==> config.mk <==
export PLATFORM = sky130hd
export DESIGN_NAME = mem_arbiter_flat
export DESIGN_NICKNAME = d
export VERILOG_FILES = /design/src/rtl/mem_arbiter_pkg.sv /design/src/rtl/mem_arbiter_if.sv /design/src/rtl/mem_arbiter_rr_picker.sv /design/src/rtl/mem_arbiter.sv /design/src/flat_wrapper.sv
export SDC_FILE = /design/constraint.sdc
export NUM_CORES = 1
export LEC_CHECK = 0
export BUFFER_PORTS_ARGS = -buffer_cell sky130_fd_sc_hd__buf_2
export CORE_AREA = 2 2 110 112
export CTS_CLUSTER_DIAMETER = 120
export DETAILED_ROUTE_END_ITERATION = 16
export DIE_AREA = 0 0 112 114
export PLACE_DENSITY = 0.64
export SETUP_SLACK_MARGIN = 0.1
export SLEW_MARGIN = 20
export SYNTH_ARGS = -nofsm -noshare
export SYNTH_HDL_FRONTEND = slang
export SYNTH_SLANG_ARGS = --single-unit
==> constraint.sdc <==
create_clock -name clk -period 2.2 [get_ports clk]
set_input_delay 0.22 -clock clk [delete_from_list [all_inputs] [get_ports clk]]
set_output_delay 0.22 -clock clk [all_outputs]
set_load 0.02 [all_outputs]
==> src/rtl/mem_arbiter_pkg.sv <==
// Shared types and bus widths for the packet-buffer memory arbiter.
package mem_arbiter_pkg;

  localparam int ADDR_W  = 32;
  localparam int DATA_W  = 32;
  localparam int WIDTH_W = 4;

  // Arbiter FSM: either nobody owns the mem port, or exactly one client does.
  typedef enum logic {
    ARB_IDLE = 1'b0,
    ARB_OWN  = 1'b1
  } arb_state_t;

endpackage

==> src/rtl/mem_arbiter_if.sv <==
// Client-side and mem-side buses of the arbiter bundled into one interface.
//
// Handshake: a client raises req_i[k] and holds it until done. gnt_o[k] (registered)
// says it owns the port. While owning, each cycle with ce_i[k]=1 (and req_i[k]=1) issues
// one access to mem, and ack_o[k] pulses exactly one cycle later; for reads rdata_o is
// valid in that ack cycle. Strobes from clients without the grant are dropped, never acked.
interface mem_arbiter_if #(
  parameter int NUM_REQ = 2
);
  import mem_arbiter_pkg::*;

  logic [NUM_REQ-1:0]         req_i;
  logic [NUM_REQ-1:0]         lock_i;
  logic [NUM_REQ-1:0]         ce_i;
  logic [NUM_REQ-1:0]         we_i;
  logic [NUM_REQ*ADDR_W-1:0]  addr_i;
  logic [NUM_REQ*WIDTH_W-1:0] width_i;
  logic [NUM_REQ*DATA_W-1:0]  wdata_i;
  logic [NUM_REQ-1:0]         gnt_o;
  logic [NUM_REQ-1:0]         ack_o;
  logic [DATA_W-1:0]          rdata_o;
  logic                       mem_ce_o;
  logic                       mem_we_o;
  logic [ADDR_W-1:0]          mem_addr_o;
  logic [WIDTH_W-1:0]         mem_width_o;
  logic [DATA_W-1:0]          mem_data_o;
  logic [DATA_W-1:0]          mem_data_i;

  // Arbiter view.
  modport slave (
    input  req_i, lock_i, ce_i, we_i, addr_i, width_i, wdata_i, mem_data_i,
    output gnt_o, ack_o, rdata_o, mem_ce_o, mem_we_o, mem_addr_o, mem_width_o, mem_data_o
  );

  // Clients plus memory view.
  modport master (
    output req_i, lock_i, ce_i, we_i, addr_i, width_i, wdata_i, mem_data_i,
    input  gnt_o, ack_o, rdata_o, mem_ce_o, mem_we_o, mem_addr_o, mem_width_o, mem_data_o
  );

endinterface

==> src/rtl/mem_arbiter_rr_picker.sv <==
// Round-robin picker: first requester strictly after rr_ptr_i, wrapping.
module mem_arbiter_rr_picker #(
  parameter int NUM_REQ = 2,
  parameter int IDX_W   = 1
) (
  input  logic [NUM_REQ-1:0] req_i,
  input  logic [IDX_W-1:0]   rr_ptr_i,
  output logic [NUM_REQ-1:0] pick_o,
  output logic [IDX_W-1:0]   idx_o,
  output logic               valid_o
);

  logic [IDX_W-1:0] cand;

  // Scan rr_ptr+1 .. rr_ptr+NUM_REQ; the last slot is the previous winner itself.
  always_comb begin
    pick_o  = '0;
    idx_o   = '0;
    valid_o = 1'b0;
    cand    = '0;
    for (int i = 1; i <= NUM_REQ; i++) begin
      cand = IDX_W'((int'(rr_ptr_i) + i) % NUM_REQ);
      if (!valid_o && req_i[cand]) begin
        valid_o      = 1'b1;
        pick_o[cand] = 1'b1;
        idx_o        = cand;
      end
    end
  end

endmodule

==> src/rtl/mem_arbiter.sv <==
// Shares the single mem/sram port between NUM_REQ packet-buffer clients with
// round-robin grant, optional burst lock and a bounded hold for fairness.
module mem_arbiter
  import mem_arbiter_pkg::*;
#(
  parameter int NUM_REQ  = 2,
  parameter int MAX_HOLD = 8
) (
  input  logic          clk,
  input  logic          rst,      // asynchronous, active low
  mem_arbiter_if.slave  bus,
  output arb_state_t    state_o
);

  localparam int IDX_W  = (NUM_REQ > 1) ? $clog2(NUM_REQ) : 1;
  localparam int HOLD_W = $clog2(MAX_HOLD + 1);

  // rr_ptr doubles as the owner index while in ARB_OWN (it is set to the winner).
  arb_state_t          state_q, state_d;
  logic [NUM_REQ-1:0]  gnt_q, gnt_d;
  logic [NUM_REQ-1:0]  ack_q, ack_d;
  logic [IDX_W-1:0]    rr_ptr_q, rr_ptr_d;
  logic [HOLD_W-1:0]   hold_q, hold_d;
  logic [DATA_W-1:0]   rdata_q, rdata_d;

  logic                own_req, own_lock, own_ce, own_we;
  logic [ADDR_W-1:0]   own_addr;
  logic [WIDTH_W-1:0]  own_width;
  logic [DATA_W-1:0]   own_wdata;
  logic                issue;
  logic                others_req;
  logic                release_now;

  logic [NUM_REQ-1:0]  pick;
  logic [IDX_W-1:0]    pick_idx;
  logic                pick_valid;

  mem_arbiter_rr_picker #(
    .NUM_REQ (NUM_REQ),
    .IDX_W   (IDX_W)
  ) u_picker (
    .req_i    (bus.req_i),
    .rr_ptr_i (rr_ptr_q),
    .pick_o   (pick),
    .idx_o    (pick_idx),
    .valid_o  (pick_valid)
  );

  // Select the current owner's client signals.
  always_comb begin
    own_req   = 1'b0;
    own_lock  = 1'b0;
    own_ce    = 1'b0;
    own_we    = 1'b0;
    own_addr  = '0;
    own_width = '0;
    own_wdata = '0;
    for (int k = 0; k < NUM_REQ; k++) begin
      if (rr_ptr_q == IDX_W'(k)) begin
        own_req   = bus.req_i[k];
        own_lock  = bus.lock_i[k];
        own_ce    = bus.ce_i[k];
        own_we    = bus.we_i[k];
        own_addr  = bus.addr_i[k*ADDR_W +: ADDR_W];
        own_width = bus.width_i[k*WIDTH_W +: WIDTH_W];
        own_wdata = bus.wdata_i[k*DATA_W +: DATA_W];
      end
    end
  end

  // Route the owner to mem; an owner that dropped req_i issues nothing.
  always_comb begin
    issue       = (state_q == ARB_OWN) && own_req && own_ce;
    others_req  = |(bus.req_i & ~gnt_q);
    release_now = !own_req ||
                  (!own_lock && (hold_q == HOLD_W'(MAX_HOLD)) && others_req);
    bus.mem_ce_o    = issue;
    bus.mem_we_o    = issue && own_we;
    bus.mem_addr_o  = '0;
    bus.mem_width_o = '0;
    bus.mem_data_o  = '0;
    if (state_q == ARB_OWN) begin
      bus.mem_addr_o  = own_addr;
      bus.mem_width_o = own_width;
      bus.mem_data_o  = own_wdata;
    end
  end

  // Next-state: grant/release decisions, hold counting, ack and read-data capture.
  always_comb begin
    state_d  = state_q;
    gnt_d    = gnt_q;
    rr_ptr_d = rr_ptr_q;
    hold_d   = hold_q;
    rdata_d  = rdata_q;
    ack_d    = '0;

    // An issued access is acked next cycle even if the grant is released now.
    if (issue) begin
      ack_d[rr_ptr_q] = 1'b1;
      if (!own_we) rdata_d = bus.mem_data_i;
      if (hold_q != HOLD_W'(MAX_HOLD)) hold_d = hold_q + HOLD_W'(1);
    end

    case (state_q)
      ARB_IDLE: begin
        if (pick_valid) begin
          state_d  = ARB_OWN;
          gnt_d    = pick;
          rr_ptr_d = pick_idx;
          hold_d   = '0;
        end
      end
      ARB_OWN: begin
        if (release_now) begin
          state_d = ARB_IDLE;
          gnt_d   = '0;
        end
      end
      default: begin
        state_d = ARB_IDLE;
        gnt_d   = '0;
      end
    endcase
  end

  // State registers; reset clears grant and any owed ack immediately.
  always_ff @(posedge clk or negedge rst) begin
    if (!rst) begin
      state_q  <= ARB_IDLE;
      gnt_q    <= '0;
      ack_q    <= '0;
      rr_ptr_q <= IDX_W'(NUM_REQ - 1);
      hold_q   <= '0;
      rdata_q  <= '0;
    end else begin
      state_q  <= state_d;
      gnt_q    <= gnt_d;
      ack_q    <= ack_d;
      rr_ptr_q <= rr_ptr_d;
      hold_q   <= hold_d;
      rdata_q  <= rdata_d;
    end
  end

  assign bus.gnt_o   = gnt_q;
  assign bus.ack_o   = ack_q;
  assign bus.rdata_o = rdata_q;
  assign state_o     = state_q;

endmodule

==> src/flat_wrapper.sv <==
// flat-port wrapper written by rule: the top's interface ports become plain ports
module mem_arbiter_flat import mem_arbiter_pkg::*;
#(
  parameter int NUM_REQ  = 2,
  parameter int MAX_HOLD = 8
)
  (clk, rst, state_o, bus_req_i, bus_lock_i, bus_ce_i, bus_we_i, bus_addr_i, bus_width_i, bus_wdata_i, bus_mem_data_i, bus_gnt_o, bus_ack_o, bus_rdata_o, bus_mem_ce_o, bus_mem_we_o, bus_mem_addr_o, bus_mem_width_o, bus_mem_data_o);
  mem_arbiter_if #(.NUM_REQ(NUM_REQ)) bus_i ();
  input  logic clk;
  input  logic rst;
  output arb_state_t state_o;
  input wire logic [$bits(bus_i.req_i)-1:0] bus_req_i;
  input wire logic [$bits(bus_i.lock_i)-1:0] bus_lock_i;
  input wire logic [$bits(bus_i.ce_i)-1:0] bus_ce_i;
  input wire logic [$bits(bus_i.we_i)-1:0] bus_we_i;
  input wire logic [$bits(bus_i.addr_i)-1:0] bus_addr_i;
  input wire logic [$bits(bus_i.width_i)-1:0] bus_width_i;
  input wire logic [$bits(bus_i.wdata_i)-1:0] bus_wdata_i;
  input wire logic [$bits(bus_i.mem_data_i)-1:0] bus_mem_data_i;
  output wire logic [$bits(bus_i.gnt_o)-1:0] bus_gnt_o;
  output wire logic [$bits(bus_i.ack_o)-1:0] bus_ack_o;
  output wire logic [$bits(bus_i.rdata_o)-1:0] bus_rdata_o;
  output wire logic [$bits(bus_i.mem_ce_o)-1:0] bus_mem_ce_o;
  output wire logic [$bits(bus_i.mem_we_o)-1:0] bus_mem_we_o;
  output wire logic [$bits(bus_i.mem_addr_o)-1:0] bus_mem_addr_o;
  output wire logic [$bits(bus_i.mem_width_o)-1:0] bus_mem_width_o;
  output wire logic [$bits(bus_i.mem_data_o)-1:0] bus_mem_data_o;
  assign bus_i.req_i = bus_req_i;
  assign bus_i.lock_i = bus_lock_i;
  assign bus_i.ce_i = bus_ce_i;
  assign bus_i.we_i = bus_we_i;
  assign bus_i.addr_i = bus_addr_i;
  assign bus_i.width_i = bus_width_i;
  assign bus_i.wdata_i = bus_wdata_i;
  assign bus_i.mem_data_i = bus_mem_data_i;
  assign bus_gnt_o = bus_i.gnt_o;
  assign bus_ack_o = bus_i.ack_o;
  assign bus_rdata_o = bus_i.rdata_o;
  assign bus_mem_ce_o = bus_i.mem_ce_o;
  assign bus_mem_we_o = bus_i.mem_we_o;
  assign bus_mem_addr_o = bus_i.mem_addr_o;
  assign bus_mem_width_o = bus_i.mem_width_o;
  assign bus_mem_data_o = bus_i.mem_data_o;
  mem_arbiter #(.NUM_REQ(NUM_REQ), .MAX_HOLD(MAX_HOLD)) u_core (.clk(clk), .rst(rst), .bus(bus_i), .state_o(state_o));
endmodule
# Yosys cells after proc, flatten, opt, wreduce, memory -nomap -nowiden

Cells that the tools add are included.

$add $sub $neg: 3
$lt $le $gt $ge: 6
Eq/ne operators: 4
Muxes and demuxes: 37
Bitwise logic cells: 5
Reduce and logical (&&, ||, !) cells: 17

Operators with widths:

| operator                                                                     | number |
|---|---|
| 32-bit two-way mux                                                           | 4 |
| 4-bit two-way mux                                                            | 6 |
| 1-bit two-way mux                                                            | 17 |
| 2-bit two-way mux                                                            | 5 |
| 1-bit logical AND                                                            | 9 |
| 1-bit by 2-bit less-than comparator with 1-bit output, second input constant | 3 |
| 2-bit AND reduction                                                          | 3 |
| 4-bit by 1-bit adder with 4-bit output, second input constant                | 1 |
| 4-bit equality test, second input constant                                   | 1 |
| 4-bit inequality test, second input constant                                 | 1 |
| 2-bit one-hot mux with 2 select lines                                        | 1 |
| 1-bit demux with 1-bit select                                                | 3 |
| 1-bit >= comparator, second input constant                                   | 3 |
| 1-bit zero test                                                              | 3 |
| 1-bit adder, second input constant                                           | 2 |
| 2-bit bitwise AND                                                            | 1 |
| 2-bit by 1-bit inequality test with 1-bit output, second input constant      | 1 |
| 2-bit inequality test, second input constant                                 | 1 |
| 1-bit NOT                                                                    | 2 |
| 2-bit NOT                                                                    | 1 |
| 2-bit bitwise OR                                                             | 1 |
| 1-bit one-hot mux with 2 select lines                                        | 1 |
| 2-bit OR reduction                                                           | 1 |
| 1-bit logical OR                                                             | 1 |

Bits in registers: 42
Input bits: 178
Output and inout bits: 107
Word-level logic and storage cells: 78

# Depth between registers and ports, before layout

Word-level depth: 10
Depth in mapped cells: 5
Mapped depth without buffers: 5

# By module

Synthesis repeated with hierarchy kept, for this count alone.

Cell total of the unflattened synthesis: 277
Area, all modules: 2970.3 µm²

Modules (own cells, without submodules):

| module                | instances | cells each | area each (µm²) | sequential area each (µm²) |
|---|---|---|---|---|
| mem_arbiter           | 1         | 272        | 2937.8          | 1052.3 |
| mem_arbiter_rr_picker | 1         | 5          | 32.5            | 0.0 |

# Least setup slack after synthesis

Ideal clock, no wire load.

Path kind: register to register
From: register u_core.rr_ptr_q
To: register u_core.rdata_q[10] (netlist: u_core.bus.rdata_o[10])
Library setup time: 125 ps
Arrival time: 1575 ps
Required time: 2075 ps
Slack: 500 ps
Stages on the path, launching flop included: 5
Buffers on the path: 1
Period minus slack after synthesis: 1700 ps
Cell sequence: dfstp_2 > mux2i_1 > a21boi_4 > buf_12 > mux2_4

Cells in the longest elaborated chain, start to end: 4
Elaborated cells between the ends (all ways): 7
Those cells by class: 3 x mux; 1 x bitwise; 3 x reduce/logical

Ends and longest elaborated chain:

| item                              | line               | source |
|---|---|---|
| from (decl)                       | mem_arbiter.sv:22  | `logic [IDX_W-1:0] rr_ptr_q, rr_ptr_d;` |
| from (signal assigned)            | mem_arbiter.sv:133 | `rr_ptr_q <= IDX_W'(NUM_REQ - 1);` |
| from (signal assigned)            | mem_arbiter.sv:140 | `rr_ptr_q <= rr_ptr_d;` |
| 1-bit two-way mux                 | mem_arbiter.sv:59  | `if (rr_ptr_q == IDX_W'(k)) begin` |
| 1-bit logical AND (2 in series)   | mem_arbiter.sv:73  | `issue = (state_q == ARB_OWN) && own_req && own_ce;` |
| 2-bit AND reduction (no line) (*) | -                  |  |
| to (signal assigned)              | mem_arbiter.sv:142 | `rdata_q <= rdata_d;` |
| to (decl)                         | mem_arbiter.sv:24  | `logic [DATA_W-1:0] rdata_q, rdata_d;` |

Every way passes the cells marked *; elsewhere a longest branch is shown, timed or not.
A chain may end at the register's enable or synchronous reset.

# Worst setup path in the final report

From: register u_core.rr_ptr_q
To: register u_core.rdata_q[0] (netlist: u_core.bus.rdata_o[0])

Same word-level chain as after synthesis.

==> results_dict.tcl <==
set metrics [dict create \
    htree_levels 2 \
    synth_fp_nets 455 \
    grt_overflow 0 \
    synth_area_leader_cell "dfrtp_1" \
    ios 285 \
    worstSetupEndpointType "flip-flop" \
    start_util 0.251 \
    p_leak_nw 2.82 \
    die_h_um 114 \
    syn_inst 275 \
    track_usage 0.145 \
    cp_top_family "flip-flops" \
    core_mm2 0.0117 \
    post_drt_via_cell_ratio 4.37 \
    relSlewSlack 0.394 \
    synth_area_mm2 0.00294 \
    clock_sinks 42 \
    yosys-top-cells-count "mux2i_1 (72), nor2_1 (69), dfrtp_1 (41)" \
    synth_edf_count 0 \
    grt_max_degree 66 \
    hold_viol 0 \
    yosys.area.top_type_share 0.349 \
    nFillCells 1189 \
    antenna_found_initial 0 \
    avgSynthCellArea_um2 10.7 \
    dieArea_mm2 0.0128 \
    place_congestion 0.837 \
    yosysMostFrequentCell "mux2i_1" \
    tightest_slew_ns 0.910 \
    numPortBuffers 284 \
    crit_buf_inv 1 \
    grt_pass1_wl_mm 15.1 \
    crit_slowest_cell "dfstp_4" \
    fin_crit_sh 0.905 \
    ys.warnings.count 0 \
    async_reset_ff_frac 1.00 \
    cp.arrival_ns 2.15 \
    crit_path_max_incr_delay_ns 0.73 \
    ys_types 31 \
    slew_viol_final 0 \
    dr.pass1.iters 4 \
    vias 3075 \
    timing.setup.tns_ns 0 \
    nets 736 \
    crit_chain "mux2i_1 > a21boi_4 > buf_12 > mux2_2" \
    synth-seq-area-share 0.358 \
    first_iter_violations 149 \
    worstPathRequired_ns 2.36 \
    drc 0 \
    worstPathMaxFanout 32 \
    cp-start-kind "flip-flop" \
    antennaDiodeCount 0 \
    rsz0062_at_grt "false" \
    area_delta_synth_final_pct 60.5 \
    dp_hpwl_mm 8.03 \
    cts.clk_slew.worst_paths_ns 0.06 \
    power.density_mw_per_mm2 1340 \
    cts_buffer_depth 2 \
    synth_seq_cells 42 \
    wl_per_cell_um 14.0 \
    status "finished clean" \
    grt_pass1_vias 2945 \
    path_class "reg2reg" \
    ff2ff_setup_slack_ns 0.21 \
    numCtsBuffers 5 \
    clock_latency_ns 0.27 \
    hold_class "in2async" \
    synth.area.top_cells "dfrtp_1 (35%), mux2i_1 (25%), mux2_4 (15%), nor2_1 (8.8%), buf_12 (2.0%)" \
    fp.dieW_um 112 \
    route.antenna.remaining_nets 0 \
    ir_drop_mv 0.832 \
    finalPower_mw 6.32 \
    ys.flop_type "dfrtp_1" \
    num_rows 40 \
    drv_cap 0 \
    cts_tree "built" \
    worst_clock_skew_ns 0.00141 \
    root_buffer "clkbuf_16" \
    max_freq_mhz 502 \
    final.min_clock_period_ns 1.99 \
    setup_viol 0 \
    finalWirelength_mm 9.83 \
    layout-drive-gt1-share 0.612 \
]
## cell families (layout without fill, tap and decap cells)
kind of cell	count (synthesis)	count (layout)	synth area share
fa+ha+maj	2	2	0.00852
mux	106	106	0.414
compound gates	16	16	0.0379
flops	42	42	0.358
simple gates	84	84	0.128
buf+inv	25	307	0.0533
## per-stage QoR
stage	cell area [µm²]	setup WS, ns	cells	hold WS, ns	util
5_1_grt	4710	0.0969	704	0.160	0.403
2_1_floorplan	2940	0.500	275	-0.0756	-
3_3_place_gp	4490	0.215	692	0.397	0.383
3_5_place_dp	4490	0.165	692	0.411	0.383
6_report	4710	0.209	704	0.0788	0.403
4_1_cts	4700	0.0753	701	0.115	0.401
## cell usage in the layout (no fill, tap or decap)
cell type   instances
buf_2             284
mux2i_1            71
nor2_1             69
dfrtp_1            41
mux2_4             30
inv_1               5
nand2_1             5
o21ai_0             5
clkbuf_16           5
buf_4               5
mux2_2              4
nand3_1             3
a21oi_1             3
or2b_1              2
ha_1                2
buf_16              2
buf_12              2
nand3b_1            1
nand2b_1            1
o21bai_1            1
nand4b_4            1
nand4_4             1
a21boi_0            1
inv_2               1
a211oi_1            1
o2111ai_1           1
mux2i_2             1
a21boi_4            1
and2b_2             1
o22ai_1             1
a31oi_1             1
o2bb2ai_1           1
bufinv_16           1
clkinvlp_4          1
clkbuf_1            1
dfstp_4             1
## worst paths after layout
| kind | end | start | cells after the start |
|---|---|---|---|
| worst max register to register | u_core.bus.rdata_o[0]$_DFFE_PN0P_ | u_core.rr_ptr_q$_DFFE_PN1P_ | 4 |
| min in group clk | u_core.bus.rdata_o[8]$_DFFE_PN0P_ | bus_mem_data_i[8] | 2 |
| worst min-delay path | u_core.bus.rdata_o[14]$_DFFE_PN0P_ | rst | 1 |
| worst min register to register | u_core.bus.rdata_o[15]$_DFFE_PN0P_ | u_core.bus.rdata_o[15]$_DFFE_PN0P_ | 1 |
| worst max-delay path | u_core.bus.rdata_o[0]$_DFFE_PN0P_ | u_core.rr_ptr_q$_DFFE_PN1P_ | 4 |
| max in group asynchronous | u_core.bus.rdata_o[6]$_DFFE_PN0P_ | rst | 1 |
## where the power goes
group / switching, mW / internal [mW] / leakage [nW]
logic: 2.29 / 1.81 / 2.23
clock network: 0.273 / 0.535 / 0.0771
registers: 0.268 / 1.14 / 0.512
total: 2.83 / 3.49 / 2.82
## routing by layer
metal  global-route usage  part of all wire  vias to the layer above
met5                    0                 0                        -
met4               0.0220            0.0045                        0
met3               0.0266             0.085                        5
met2                0.261              0.50                      160
met1                0.184              0.41                     1406
li1                     -                 -                     1504
## flip-flops by register name, summed over array words and instances (netlist names)
name                flops
u_core.bus.gnt_o        2
u_core.hold_q           4
u_core.bus.rdata_o     32
u_core.state_o          1
u_core.rr_ptr_q         1
u_core.bus.ack_o        2
## repair_timing
| action | 4_1_cts | 5_1_grt |
|---|---|---|
| resized for setup | 2 | 1 |
| hold buffers | 0 | 0 |
| cloned | 1 | 0 |
| setup buffers | 0 | 3 |
| endpoints found under the setup margin | 5 | 29 |
## final cells by class
class                      instances  area (µm²)  share of cell area
clock buffer                       6         129              0.0273
clock inverter                     2        37.5             0.00796
inverter                           6        22.5             0.00478
multi-input combinational        208        1730               0.367
sequential                        42        1060               0.224
tap                              147         184              0.0390
timing repair buffer             293        1550               0.330
No activity file was read; power rests on OpenSTA's default activity.
